[src/rtl/cordic_vectoring_iter.sv]
// ---------------------------------------------------------------------------
// cordic_vectoring_iter : iterative CORDIC vectoring engine (|v|, atan2).
// Optional 1/K gain compensation via CORDIC_GAIN_COMP_EN.  Rev 1.0
// ---------------------------------------------------------------------------
`default_nettype none

module cordic_vectoring_iter #(
  parameter int N_ITER = 16
) (
  input  logic        clk,
  input  logic        rst_n,
  input  logic [31:0] x_in,
  input  logic [31:0] y_in,
  input  logic        in_valid,
  output logic        in_ready,
  output logic [31:0] mag_out,
  output logic [31:0] angle_out,
  output logic        out_valid,
  input  logic        out_ready
);

`ifdef CORDIC_GAIN_COMP_EN
  typedef enum logic [1:0] {S_IDLE = 2'd0, S_ITER = 2'd1, S_GAIN = 2'd2, S_DONE = 2'd3} state_t;
  localparam logic [63:0] C_INV_K = 64'h0000_0000_9B74_EDA9;
`else
  typedef enum logic [1:0] {S_IDLE = 2'd0, S_ITER = 2'd1, S_DONE = 2'd2} state_t;
`endif

  localparam logic [4:0] C_LAST = 5'(N_ITER - 1);

  state_t             state_q, state_d;
  logic [4:0]         cnt_q, cnt_d;
  logic signed [33:0] x_q, x_d, y_q, y_d;
  logic [31:0]        z_q, z_d;
  logic               zero_q, zero_d;
  logic [31:0]        mag_q, mag_d;
  logic [31:0]        ang_q, ang_d;

  logic signed [33:0] x_sh, y_sh, x_ext, y_ext;
  logic [31:0]        atan_i;

  // atan(2^-i) in binary-angle units where 2^32 is a full turn
  function automatic logic [31:0] atan_rom(input logic [4:0] i);
    case (i)
      5'd0:    atan_rom = 32'h2000_0000;
      5'd1:    atan_rom = 32'h12E4_051E;
      5'd2:    atan_rom = 32'h09FB_385B;
      5'd3:    atan_rom = 32'h0511_11D4;
      5'd4:    atan_rom = 32'h028B_0D43;
      5'd5:    atan_rom = 32'h0145_D7E1;
      5'd6:    atan_rom = 32'h00A2_F61E;
      5'd7:    atan_rom = 32'h0051_7C55;
      5'd8:    atan_rom = 32'h0028_BE53;
      5'd9:    atan_rom = 32'h0014_5F2F;
      5'd10:   atan_rom = 32'h000A_2F98;
      5'd11:   atan_rom = 32'h0005_17CC;
      5'd12:   atan_rom = 32'h0002_8BE6;
      5'd13:   atan_rom = 32'h0001_45F3;
      5'd14:   atan_rom = 32'h0000_A2FA;
      5'd15:   atan_rom = 32'h0000_517D;
      5'd16:   atan_rom = 32'h0000_28BE;
      5'd17:   atan_rom = 32'h0000_145F;
      5'd18:   atan_rom = 32'h0000_0A30;
      5'd19:   atan_rom = 32'h0000_0518;
      5'd20:   atan_rom = 32'h0000_028C;
      5'd21:   atan_rom = 32'h0000_0146;
      5'd22:   atan_rom = 32'h0000_00A3;
      5'd23:   atan_rom = 32'h0000_0051;
      default: atan_rom = 32'h0000_0000;
    endcase
  endfunction

  assign x_sh   = x_q >>> cnt_q;
  assign y_sh   = y_q >>> cnt_q;
  assign x_ext  = {{2{x_in[31]}}, x_in};
  assign y_ext  = {{2{y_in[31]}}, y_in};
  assign atan_i = atan_rom(cnt_q);

`ifdef CORDIC_GAIN_COMP_EN
  logic [63:0] prod;
  assign prod = {32'd0, x_q[31:0]} * C_INV_K;
`endif

  always_comb begin
    state_d = state_q;
    cnt_d   = cnt_q;
    x_d     = x_q;
    y_d     = y_q;
    z_d     = z_q;
    zero_d  = zero_q;
    mag_d   = mag_q;
    ang_d   = ang_q;
    case (state_q)
      S_IDLE: begin
        if (in_valid) begin
          // Left half-plane is folded into the right by a 180 degree pre-rotation
          if (x_in[31]) begin
            x_d = -x_ext;
            y_d = -y_ext;
            z_d = 32'h8000_0000;
          end else begin
            x_d = x_ext;
            y_d = y_ext;
            z_d = 32'h0000_0000;
          end
          zero_d  = (x_in == 32'd0) && (y_in == 32'd0);
          cnt_d   = 5'd0;
          state_d = S_ITER;
        end
      end
      S_ITER: begin
        if (!y_q[33]) begin
          x_d = x_q + y_sh;
          y_d = y_q - x_sh;
          z_d = z_q + atan_i;
        end else begin
          x_d = x_q - y_sh;
          y_d = y_q + x_sh;
          z_d = z_q - atan_i;
        end
        if (cnt_q == C_LAST) begin
`ifdef CORDIC_GAIN_COMP_EN
          state_d = S_GAIN;
`else
          mag_d   = zero_q ? 32'd0 : x_d[31:0];
          ang_d   = zero_q ? 32'd0 : z_d;
          state_d = S_DONE;
`endif
        end else begin
          cnt_d = cnt_q + 5'd1;
        end
      end
`ifdef CORDIC_GAIN_COMP_EN
      S_GAIN: begin
        mag_d   = zero_q ? 32'd0 : prod[63:32];
        ang_d   = zero_q ? 32'd0 : z_q;
        state_d = S_DONE;
      end
`endif
      S_DONE: begin
        if (out_ready) state_d = S_IDLE;
      end
      default: state_d = S_IDLE;
    endcase
  end

  always_ff @(posedge clk or negedge rst_n) begin
    if (!rst_n) begin
      state_q <= S_IDLE;
      cnt_q   <= 5'd0;
      x_q     <= '0;
      y_q     <= '0;
      z_q     <= '0;
      zero_q  <= 1'b0;
      mag_q   <= '0;
      ang_q   <= '0;
    end else begin
      state_q <= state_d;
      cnt_q   <= cnt_d;
      x_q     <= x_d;
      y_q     <= y_d;
      z_q     <= z_d;
      zero_q  <= zero_d;
      mag_q   <= mag_d;
      ang_q   <= ang_d;
    end
  end

  assign in_ready  = (state_q == S_IDLE);
  assign out_valid = (state_q == S_DONE);
  assign mag_out   = mag_q;
  assign angle_out = ang_q;

endmodule

`default_nettype wire
[config.mk]
export PLATFORM = sky130hd
export DESIGN_NAME = cordic_vectoring_iter
export DESIGN_NICKNAME = d
export VERILOG_FILES = /design/src/rtl/cordic_vectoring_iter.sv
export SDC_FILE = /design/constraint.sdc
export NUM_CORES = 1
export LEC_CHECK = 0
export CAP_MARGIN = 20
export CELL_PAD_IN_SITES_DETAIL_PLACEMENT = 0
export CELL_PAD_IN_SITES_GLOBAL_PLACEMENT = 2
export CORE_MARGIN = 2
export CORE_UTILIZATION = 38
export CTS_CLUSTER_SIZE = 40
export DETAILED_ROUTE_END_ITERATION = 8
export PLACE_DENSITY = 0.88
export SYNTH_ARGS = -nofsm -noshare
export SYNTH_HDL_FRONTEND = slang
export SYNTH_SLANG_ARGS = --single-unit
[constraint.sdc]
create_clock -name clk -period 8.72 [get_ports clk]
set_clock_uncertainty 0.15 [all_clocks]
set_input_delay 2.18 -clock clk [delete_from_list [all_inputs] [get_ports clk]]
set_output_delay 2.18 -clock clk [all_outputs]
set_load 0.01 [all_outputs]
==> impl_metrics.json <==
{
  "outcome": "complete, no violations",
  "n_antenna_cell": 0,
  "wl_per_cell_um": 24.5,
  "final_common_cell": "nand2_1",
  "final.period_utilization_pct": 87.9,
  "fin_cells": 3224,
  "layout_common_cells": "279 x nand2_1, 195 x a21oi_1, 183 x o21ai_0",
  "place_congestion": 0.970,
  "dieArea_um2": 55800,
  "worstPathArrival_ns": 7.90,
  "min-delay-start": "mag_out[28]$_DFFE_PN0P_",
  "grt.overflow.total": 0,
  "ctsHoldBuffers": 0,
  "viasPerCell": 6.34,
  "maxCapViolations": 0,
  "fin_ws_ns": 1.05,
  "worst_slew_pin_slew_ns": 1.04,
  "drc": 0,
  "dp_hpwl_um": 59700,
  "die_w_um": 236,
  "worstSetupEndpointType": "register",
  "dr.pass1.iters": 6,
  "netlist_instances": 2493,
  "regToRegStartpoint": "cnt_q[1]$_DFFE_PN0P_",
  "grt_pass1_wl_um": 120000,
  "required_ns": 8.96,
  "insertion_delay_ns": 0.51,
  "critPathMaxFanout": 68,
  "cts_tree": "done",
  "path_clk_slew_ns": 0.08,
  "antenna_found_initial": 2,
  "dpl_cell_area_um2": 22200,
  "finalSetupViolations": 0,
  "root_buffer": "clkbuf_16",
  "async_flop_share_pct": 100,
  "netlist-cell-type-count": 104,
  "num_rows": 85,
  "postLayoutCellArea_um2": 22900,
  "yosys_warnings": 0,
  "slew_violations": 0,
  "crit_type": "reg -> reg",
  "netlist_area_um2": 20500,
  "synth_nets": 2675,
  "critPathLaunch": "cnt_q[1]$_DFFE_PN0P_",
  "dp_cells": 3191,
  "cts_buffers": 17,
  "syn_area_per_cell_um2": 8.22,
  "ys_ff_latch": 172,
  "ant_nets": 0,
  "drt_iter0_drc": 2030,
  "vias": 20400,
  "relSlewSlack_pct": 30.2,
  "track_usage_pct": 27.8,
  "grt_pass1_vias": 19500,
  "layout-drive-gt1-share_pct": 9.65,
  "cp-start-kind": "register",
  "htreeDepth": 4,
  "final-hold-violation-count": 0,
  "fmax_ghz": 0.130,
  "clockBufferDepth": 2,
  "ys_seq_area_share_pct": 21.0,
  "coreArea_um2": 53600,
  "syn2layout_area_growth_pct": 11.5,
  "synth_edf_count": 0,
  "fin_setup_tns_ns": 0,
  "initial_core_util_pct": 38.2,
  "post_cts_buffers": 0,
  "cts-resized-gates": 0,
  "clock_sinks": 172,
  "min_path_type": "reg -> reg",
  "final_nets": 2697,
  "layout_min_cycle_time_ns": 7.67,
  "dieHeight_um": 236,
  "ios": 134,
  "portBuffers": 133,
  "synth_ff_type": "dfrtp_1",
  "rsz0062_at_grt": "false",
  "wirelength_um": 78900,
  "place_ws_ns": 0.905,
  "grt_max_degree": 87
}
[through the flow]
| stage | utilization [%] | hold WS [ns] |
|---|---|---|
| global route | 42.6 | 0.360 |
| global placement | 41.5 | 0.314 |
| finish | 42.6 | 0.335 |
| detailed placement | 41.5 | 0.323 |
| CTS | 42.6 | 0.341 |
| floorplan | - | 0.305 |
[per-layer routing]
layer / share of wire, % / vias to the layer above / global-route usage [%]
met4: 3.7 / 0 / 11.3
met2: 45 / 851 / 43.7
li1: - / 9432 / -
met3: 7.3 / 162 / 5.24
met5: 0 / - / 0
met1: 44 / 9999 / 37.6
[sequential cells by signal, summed over array words and instances, names as in the netlist]
register   flops
z_q           32
x_q           34
y_q           34
mag_out       32
cnt_q          5
state_q        2
zero_q         1
angle_out     32
[area by class of cell]
cell class	count	area, um^2
Fill cell	5421	30800
Multi-Input combinational cell	2104	15200
Sequential cell	172	4320
Timing Repair Buffer	169	1620
Tap cell	696	871
Clock buffer	17	425
Inverter	51	191
Clock inverter	15	175
[path summary, 6_finish.rpt]
kind	slack, ns	cells past startpoint	end
setup / recovery	1.05	21	x_q[33]$_DFFE_PN0P_
setup reg to reg	1.05	21	x_q[33]$_DFFE_PN0P_
min in group asynchronous	1.48	1	angle_out[13]$_DFFE_PN0P_
hold / removal	0.33	2	mag_out[28]$_DFFE_PN0P_
hold reg to reg	0.33	2	mag_out[28]$_DFFE_PN0P_
max in group asynchronous	5.64	2	state_q[0]$_DFFE_PN0P_
[critical path: stages (launching register included)]
cell      delay, ns
dfrtp_4        0.78
buf_4          0.78
mux4_2         0.62
mux2i_1        0.60
o32ai_1        0.15
nor2_1         0.38
nand4b_1       0.27
nor4b_4        0.43
nand2_1        0.17
o21ai_0        0.24
xor2_1         0.14
ha_1           0.41
o21ai_0        0.14
o21a_1         0.20
nor2_1         0.10
a31oi_1        0.08
o31ai_1        0.69
a211oi_1       0.18
o41ai_1        0.52
xor2_1         0.22
nor3_1         0.06
o21bai_1       0.18
[cell usage after synthesis, types with 7 or more instances]
cell type | instances | area [um^2]
o41ai_1 | 11 | 96.3
or2_2 | 19 | 119
or3_1 | 17 | 106
o31ai_1 | 30 | 225
mux4_2 | 75 | 1690
buf_6 | 7 | 78.8
nand2b_1 | 40 | 250
nor3b_1 | 7 | 52.6
o22ai_1 | 41 | 257
o2111ai_1 | 7 | 61.3
a22oi_1 | 25 | 188
ha_1 | 111 | 1390
nor3_1 | 53 | 265
dfrtp_1 | 172 | 4300
buf_1 | 14 | 52.6
a41oi_1 | 7 | 61.3
a211oi_1 | 21 | 158
nand2_1 | 280 | 1050
and2_1 | 22 | 138
a21oi_1 | 195 | 976
and3_1 | 30 | 188
nand4_1 | 14 | 87.6
xor2_1 | 103 | 902
mux2_2 | 29 | 327
a221o_1 | 7 | 70.1
a21boi_0 | 7 | 52.6
clkbuf_1 | 112 | 420
nor2_1 | 178 | 668
nand3_1 | 41 | 205
o21bai_1 | 15 | 113
mux2i_1 | 41 | 410
buf_2 | 27 | 135
xnor2_1 | 109 | 955
a22o_1 | 68 | 596
a31oi_1 | 34 | 213
o21a_1 | 23 | 173
a32oi_1 | 13 | 114
o21ai_0 | 183 | 916
inv_1 | 48 | 180
a21o_1 | 64 | 480
o211ai_1 | 23 | 173
nor2b_1 | 18 | 113
or4_1 | 15 | 113
[logic make-up (layout without fill, tap and decap cells)]
| family | Yosys count | in the layout | share of synthesized area (%) |
|---|---|---|---|
| mux | 147 | 147 | 12.0 |
| fa+ha+maj | 114 | 114 | 7.07 |
| simple gates | 776 | 776 | 18.4 |
| compound gates | 854 | 854 | 27.7 |
| buf+inv | 217 | 252 | 4.73 |
| xor+xnor | 213 | 213 | 9.17 |
| flops | 172 | 172 | 21.0 |
Power is not shown: default switching activity piles up to over one toggle a cycle in this logic, so the estimate is an artifact.
